[src/rtl/fifo_wr_arbiter.sv]
// Round-robin arbiter sharing one FIFO write port among NUM_REQ valid/ready requesters.
// One arbitration cycle per grant, bursts of up to MAX_BURST words, stalls on fifo_full.
`timescale 1ns/1ps
module fifo_wr_arbiter #(
    parameter int unsigned NUM_REQ    = 4,
    parameter int unsigned DATA_WIDTH = 8,
    parameter int unsigned MAX_BURST  = 4
) (
    input  logic                          wr_clk,
    input  logic                          wr_rst_n,
    input  logic [NUM_REQ-1:0]            req_valid,
    input  logic [NUM_REQ*DATA_WIDTH-1:0] req_data,
    output logic [NUM_REQ-1:0]            req_ready,
    input  logic                          fifo_full,
    output logic                          wr_en,
    output logic [DATA_WIDTH-1:0]         wr_data,
    output logic [$clog2(NUM_REQ)-1:0]    grant_id,
    output logic                          busy
);

    localparam int unsigned IW = $clog2(NUM_REQ);
    localparam logic [7:0] LastBeat = 8'(MAX_BURST - 1);

    typedef enum logic {StIdle, StGrant} state_e;

    state_e          r_state;
    logic [IW-1:0]   r_grant_id;
    logic [IW-1:0]   r_rr_ptr;
    logic [7:0]      r_burst_cnt;

    logic                  w_found;
    logic [IW-1:0]         w_pick;
    logic [IW-1:0]         w_idx;
    logic [IW-1:0]         w_next_ptr;
    logic                  w_gvalid;
    logic [DATA_WIDTH-1:0] w_gdata;
    logic                  w_xfer;

    // First valid requester at or after rr_ptr, wrapping modulo NUM_REQ.
    always_comb begin
        w_found = 1'b0;
        w_pick  = '0;
        w_idx   = '0;
        for (int unsigned i = 0; i < NUM_REQ; i++) begin
            w_idx = IW'((32'(r_rr_ptr) + i) % NUM_REQ);
            if (!w_found && req_valid[w_idx]) begin
                w_found = 1'b1;
                w_pick  = w_idx;
            end
        end
    end

    always_comb begin
        w_gvalid = 1'b0;
        w_gdata  = '0;
        for (int unsigned i = 0; i < NUM_REQ; i++) begin
            if (r_grant_id == IW'(i)) begin
                w_gvalid = req_valid[i];
                w_gdata  = req_data[i*DATA_WIDTH +: DATA_WIDTH];
            end
        end
    end

    always_comb begin
        busy   = (r_state == StGrant);
        w_xfer = busy && w_gvalid && !fifo_full;
        wr_en  = w_xfer;
        wr_data = w_xfer ? w_gdata : '0;
        for (int unsigned i = 0; i < NUM_REQ; i++) begin
            req_ready[i] = busy && !fifo_full && (r_grant_id == IW'(i));
        end
        grant_id   = r_grant_id;
        w_next_ptr = (32'(r_grant_id) == NUM_REQ - 1) ? '0 : r_grant_id + 1'b1;
    end

    always_ff @(posedge wr_clk or negedge wr_rst_n) begin
        if (!wr_rst_n) begin
            r_state     <= StIdle;
            r_grant_id  <= '0;
            r_rr_ptr    <= '0;
            r_burst_cnt <= '0;
        end else begin
            case (r_state)
                StIdle: begin
                    if (w_found) begin
                        r_grant_id  <= w_pick;
                        r_burst_cnt <= '0;
                        r_state     <= StGrant;
                    end
                end
                StGrant: begin
                    // A dropped valid releases even while the FIFO is full.
                    if (!w_gvalid || (w_xfer && r_burst_cnt == LastBeat)) begin
                        r_state  <= StIdle;
                        r_rr_ptr <= w_next_ptr;
                    end else if (w_xfer) begin
                        r_burst_cnt <= r_burst_cnt + 1'b1;
                    end
                end
                default: r_state <= StIdle;
            endcase
        end
    end

endmodule

[config.mk]
export PLATFORM = sky130hd
export DESIGN_NAME = fifo_wr_arbiter
export DESIGN_NICKNAME = d
export VERILOG_FILES = /design/src/rtl/fifo_wr_arbiter.sv
export SDC_FILE = /design/constraint.sdc
export NUM_CORES = 1
export LEC_CHECK = 0
export BUFFER_PORTS_ARGS = -buffer_cell sky130_fd_sc_hd__buf_2
export CAP_MARGIN = 15
export CORE_ASPECT_RATIO = 0.7
export CORE_UTILIZATION = 35
export CTS_CLUSTER_DIAMETER = 100
export DETAILED_ROUTE_END_ITERATION = 8
export GPL_TIMING_DRIVEN = 0
export MAX_ROUTING_LAYER = met4
export PLACE_DENSITY = 0.69
export SETUP_SLACK_MARGIN = 0.15
export SYNTH_ARGS = -nofsm -noshare
export SYNTH_HDL_FRONTEND = slang
export SYNTH_SLANG_ARGS = --single-unit
export TNS_END_PERCENT = 20
[constraint.sdc]
create_clock -name wr_clk -period 5.6 [get_ports wr_clk]
set_clock_uncertainty 0.05 [all_clocks]
set_input_delay 1.12 -clock wr_clk [delete_from_list [all_inputs] [get_ports wr_clk]]
set_output_delay 1.12 -clock wr_clk [all_outputs]
set_load 0.02 [all_outputs]
==> impl_metrics.py, run 1 <==
metrics = {
    "sta": {
        "fin_crit_sh_pct": 64.5,
        "layout_min_cycle_time_ns": 3.61,
        "slew_violations": 0,
        "setup_tns_ns": 0,
        "worst_slew_pin_slew_ns": 0.465,
        "finalHoldViolCount": 0,
        "setup_viol": 0,
        "clock.fmax_mhz": 277,
        "slew_headroom_pct": 69.0,
        "grt_setup_unrepaired": "no",
    },
    "grt": {
        "grt_first_pass_wirelength_um": 5630,
        "track_usage_pct": 21.0,
        "overflow": 0,
        "grt_start_max_net_pins": 14,
        "antenna_found_initial": 0,
        "grt_pass1_vias": 1246,
    },
    "power": {
        "leakagePower_nw": 0.766,
        "finalPower_uw": 680,
        "ir_drop_uv": 245,
        "power_density_mw_per_mm2": 455,
    },
    "setup_path": {
        "cp.required_ns": 4.43,
        "cp.arrival_ns": 2.44,
        "r2r_setup_slack_ns": 3.29,
        "path_max_fanout": 10,
        "rr_worst_depth": 8,
        "reg2reg_to": "r_rr_ptr[0]$_DFFE_PN0P_",
        "reg2reg_from": "grant_id[0]$_DFFE_PN0P_",
        "critPathCaptureType": "output port",
        "critPathKind": "reg -> out",
        "start_kind": "flop",
    },
    "routing": {
        "dr.pass1.iters": 4,
        "drt_iter0_drc": 50,
        "drt-wirelength-per-cell_um": 14.6,
        "vias_per_cell": 5.59,
        "drc": 0,
        "drt-total-wl_um": 3350,
        "antenna_left": 0,
        "num_vias": 1279,
    },
    "clocking": {
        "cts_buffers": 3,
        "clockBufferDepth": 2,
        "clock_sinks": 13,
        "htreeDepth": 1,
        "cts_root_buffer": "clkbuf_8",
        "cts.hold.buffers_added": 0,
        "cts_tree": "built",
        "ctsResizeCount": 0,
        "clk_latency_ns": 0.25,
        "clk_pin_slew_ns": 0.06,
        "cts_setup_buffers": 0,
    },
    "final_layout": {
        "fin_nets": 238,
        "final_common_cell": "buf_2",
        "fillers": 283,
        "fin_util_pct": 50.8,
        "antenna_cells": 0,
        "drive_gt1_share_pct": 34.2,
        "final_cell_mix": "buf_2 (55), inv_1 (14), nand2_1 (14)",
        "area_growth_pct": 31.8,
        "final_cell_count_no_fill": 229,
        "fin_area_mm2": 0.00150,
    },
    "floorplan": {
        "floorplan.initialDensity_pct": 38.6,
        "pin_count": 55,
        "core_mm2": 0.00294,
        "die_h_um": 49.6,
        "die_x_um": 70.1,
        "rows": 16,
        "die_area_mm2": 0.00348,
    },
    "logic_synthesis": {
        "synth.yosys.warnings": 0,
        "ys.flop_type": "dfrtp_1",
        "synth_cell_type_count": 36,
        "ys_seq_area_share_pct": 28.7,
        "netlist_instances": 135,
        "synth_edf_count": 0,
        "synthArstFlopShare_pct": 100,
        "syn_nets": 179,
        "syn_avg_cell_area_um2": 8.41,
        "synth_area_mm2": 0.00113,
        "synth_seq_cells": 13,
    },
    "outcome": {
        "status": "completed",
    },
    "placement": {
        "dp_hpwl_um": 2640,
        "port_buffers": 54,
        "place_congestion": 0.865,
        "placed_cells": 225,
        "placed_area_mm2": 0.00145,
    },
    "hold_path": {
        "hold_class": "reg -> reg",
        "min-delay-start": "r_burst_cnt[6]$_DFFE_PN0P_",
        "hold_end": "r_burst_cnt[6]$_DFFE_PN0P_",
        "holdPathStages": 1,
    },
    "flow_run": {
        "drv_cap": 0,
    },
}
state kept, by name (all words and copies together), names as in the netlist:
| register | count |
|---|---|
| busy | 1 |
| r_burst_cnt | 8 |
| r_rr_ptr | 2 |
| grant_id | 2 |
kinds of logic after synthesis:
group           share of synthesized area, %
simple gates                            22.9
compound gates                          28.3
buf+inv                                 9.04
flops                                   28.7
mux                                     5.51
fa+ha+maj                               5.51
stage by stage:
step	hold WS [ns]	setup slack, ns
after detailed placement	0.455	2.00
final	0.476	1.99
after floorplan	0.410	2.20
after global routing	0.501	1.73
after global placement	0.448	2.04
after CTS	0.467	1.99
critical path, cell delays in order (launching register included):
cell      delay, ns
dfrtp_1        0.39
inv_1          0.09
ha_1           0.21
clkbuf_1       0.24
nor2b_1        0.16
clkbuf_1       0.33
a221oi_1       0.15
a211o_1        0.30
a21oi_1        0.14
buf_2          0.18
synth_stat cells (4+ instances only):
cell	n	area, um2
o21ai_0	4	20.0
nand2_1	14	52.6
clkbuf_1	4	15.0
o31ai_1	5	37.5
mux2i_1	4	40.0
inv_1	14	52.6
and2_1	4	25.0
a21oi_1	12	60.1
ha_1	5	62.6
dfrtp_1	13	325
nand3_1	6	30.0
a211o_1	9	78.8
a221oi_1	8	70.1
routing by layer:
layer | global-route usage (%) | vias to the layer above | wire length, um
li1 | - | 624 | -
met1 | 25.8 | 596 | 1460
met2 | 35.3 | 50 | 1620
met3 | 4.70 | 9 | 210
met4 | 5.67 | 0 | 65
met5 | - | - | 0
worst max path at each step:
stage	startpoint	end	slack [ns]	cells after the start
2_1_floorplan	req_valid[1]	wr_data[0]	2.20	5
3_3_place_gp	req_valid[1]	wr_data[1]	2.04	7
3_5_place_dp	req_valid[1]	wr_data[3]	2.00	7
4_1_cts	grant_id[1]$_DFFE_PN0P_	wr_data[3]	1.99	9
5_1_grt	grant_id[1]$_DFFE_PN0P_	wr_data[1]	1.73	9
6_report	grant_id[1]$_DFFE_PN0P_	wr_data[3]	1.99	9
final cells by class:
cell class | instances | area, um2 | share of cell area (%)
Sequential cell | 13 | 325 | 21.8
Timing Repair Buffer | 54 | 270 | 18.1
Inverter | 14 | 52.6 | 3.51
Multi-Input combinational cell | 100 | 707 | 47.3
Clock buffer | 4 | 45.0 | 3.01
Tap cell | 36 | 45.0 | 3.01
Buffer | 8 | 50.0 | 3.35
where the power goes:
group / internal [mW] / switching, mW
Sequential: 0.118 / 0.0309
Combinational: 0.191 / 0.253
Clock: 0.0505 / 0.0375
Total: 0.359 / 0.321
Power figures use the tool's default switching activity.
==> run 2: changes to the inputs <==
--- a/config.mk
+++ b/config.mk
@@ -13,7 +13,7 @@
 export DETAILED_ROUTE_END_ITERATION = 8
 export GPL_TIMING_DRIVEN = 0
 export MAX_ROUTING_LAYER = met4
-export PLACE_DENSITY = 0.69
+export PLACE_DENSITY = 0.72
 export SETUP_SLACK_MARGIN = 0.15
 export SYNTH_ARGS = -nofsm -noshare
 export SYNTH_HDL_FRONTEND = slang
==> constraint.sdc (replaced) <==
create_clock -name wr_clk -period 3.2 [get_ports wr_clk]
set_clock_uncertainty 0.05 [all_clocks]
set_input_delay 0.64 -clock wr_clk [delete_from_list [all_inputs] [get_ports wr_clk]]
set_output_delay 0.64 -clock wr_clk [all_outputs]
set_load 0.02 [all_outputs]
==> impl_metrics.py, run 2 (synthesis results as in run 1) <==
metrics = {
    "outcome": {
        "status": "completed",
    },
    "floorplan": {
        "core_mm2": 0.00294,
        "die_area_mm2": 0.00348,
        "die_x_um": 70.1,
        "die_h_um": 49.6,
        "pin_count": 55,
        "rows": 16,
        "floorplan.initialDensity_pct": 38.6,
    },
    "final_layout": {
        "fin_nets": 238,
        "antenna_cells": 0,
        "largest_reg_flops": 8,
        "drive_gt1_share_pct": 36.8,
        "area_growth_pct": 33.5,
        "final_common_cell": "buf_2",
        "top_register": "r_burst_cnt",
        "final_cell_mix": "buf_2 (51), nand2_1 (14), inv_1 (13), dfrtp_1 (13), a21oi_1 (10)",
    },
    "power": {
        "power_density_mw_per_mm2": 792,
        "ir_drop_uv": 475,
        "leakagePower_nw": 0.773,
    },
    "setup_path": {
        "cp.required_ns": 2.51,
        "reg2reg_from": "grant_id[0]$_DFFE_PN0P_",
        "critPathCaptureType": "output port",
        "rr_worst_depth": 8,
        "crit_chain": "inv_2 > ha_1 > buf_6 > nor3b_1 > a211o_1 > or2_1 > buf_4 > a21oi_1 > buf_2",
        "cp_slowest_cell": "dfrtp_1",
        "path_max_fanout": 10,
        "r2r_setup_slack_ns": 0.91,
        "start_kind": "flop",
        "critical-path-max-stage-delay_ns": 0.42,
        "cp.arrival_ns": 2.23,
        "reg2reg_to": "r_rr_ptr[0]$_DFFE_PN0P_",
        "critPathKind": "reg -> out",
    },
    "clocking": {
        "cts_buffers": 3,
        "cts_root_buffer": "clkbuf_8",
        "cts_setup_buffers": 0,
        "clk_pin_slew_ns": 0.06,
        "clock_sinks": 13,
        "htreeDepth": 1,
        "cts_tree": "built",
        "clockBufferDepth": 2,
        "clk_latency_ns": 0.24,
    },
    "grt": {
        "grt_pass1_vias": 1184,
        "track_usage_pct": 19.6,
        "overflow": 0,
        "antenna_found_initial": 0,
        "grt_first_pass_wirelength_um": 5420,
        "grt_start_max_net_pins": 14,
    },
    "placement": {
        "place_congestion": 0.795,
        "dp_slack_ns": 0.400,
        "dp_hpwl_um": 2400,
        "port_buffers": 54,
    },
    "sta": {
        "setup_viol": 0,
        "slew_headroom_pct": 69.3,
        "setup_tns_ns": 0,
        "finalHoldViolCount": 0,
        "layout_min_cycle_time_ns": 2.92,
        "slew_violations": 0,
        "fin_crit_sh_pct": 91.4,
        "clock.fmax_mhz": 342,
        "postLayoutSetupSlackWorst_ns": 0.277,
        "grt_setup_unrepaired": "yes",
        "worst_slew_pin_slew_ns": 0.461,
    },
    "routing": {
        "drt-total-wl_um": 3120,
        "antenna_left": 0,
        "vias_per_cell": 5.62,
        "drc": 0,
        "num_vias": 1288,
        "dr.pass1.iters": 4,
        "drt-wirelength-per-cell_um": 13.6,
        "drt_iter0_drc": 52,
    },
    "hold_path": {
        "hold_class": "in -> async",
    },
    "flow_run": {
        "drv_cap": 0,
    },
}
[run 2: what timing repair did]
item	in CTS	in global routing
endpoints found under the setup margin	6	8
hold buffers	0	0
resized for setup	1	10
pin swaps	0	1
[run 2: stage by stage]
stage               area [um2]  power, mW  cells  util, %  hold slack, ns
detailed placement        1450       1.03    225     49.3           0.458
finish                    1520       1.20    229     51.5           0.231
CTS                       1500       1.18    229     50.9           0.239
floorplan                 1130      0.823    135        -           0.294
global placement          1450       1.02    225     49.3           0.450
global route              1520       1.31    229     51.5           0.254
[run 2: cell type report]
cell class | count | area [um2]
Fill cell | 287 | 1430
Multi-Input combinational cell | 100 | 714
Inverter | 14 | 52.6
Tap cell | 36 | 45.0
Timing Repair Buffer | 54 | 278
Clock buffer | 4 | 45.0
Buffer | 8 | 55.1
Sequential cell | 13 | 325
[run 2: worst max-delay path by stage]
stage                     cells past startpoint    endpoint                    start  slack (ns)
after floorplan                               8  wr_data[0]  grant_id[0]$_DFFE_PN0P_        0.42
after global placement                        9  wr_data[0]  grant_id[1]$_DFFE_PN0P_        0.43
after detailed placement                      9  wr_data[1]  grant_id[1]$_DFFE_PN0P_        0.40
after CTS                                     9  wr_data[1]  grant_id[0]$_DFFE_PN0P_        0.18
after global routing                          9  wr_data[6]  grant_id[1]$_DFFE_PN0P_        0.15
final                                         9  wr_data[1]  grant_id[0]$_DFFE_PN0P_        0.28
[run 2: per-layer routing]
metal,share of wire (%),global-route usage (%),routed length [um],up-vias
met1,51,28.3,1600,620
met5,0,-,0,-
li1,-,-,-,625
met2,43,28.8,1330,37
met4,1.1,2.33,34,0
met3,5.0,4.29,157,6
[run 2: report_power, final]
| part | switching (mW) | internal [mW] | total [mW] |
|---|---|---|---|
| Clock | 0.0596 | 0.0880 | 0.148 |
| Sequential | 0.0541 | 0.207 | 0.261 |
| Combinational | 0.443 | 0.347 | 0.791 |
[run 2: critical path, delay by kind of cell, from the launching register on]
kind / cells / cell delay [ns]
AOI/OAI and AO/OA: 2 / 0.40
adders and majority gates: 1 / 0.21
buffers and inverters: 4 / 0.57
DFF: 1 / 0.42
and+or+nand+nor: 2 / 0.38
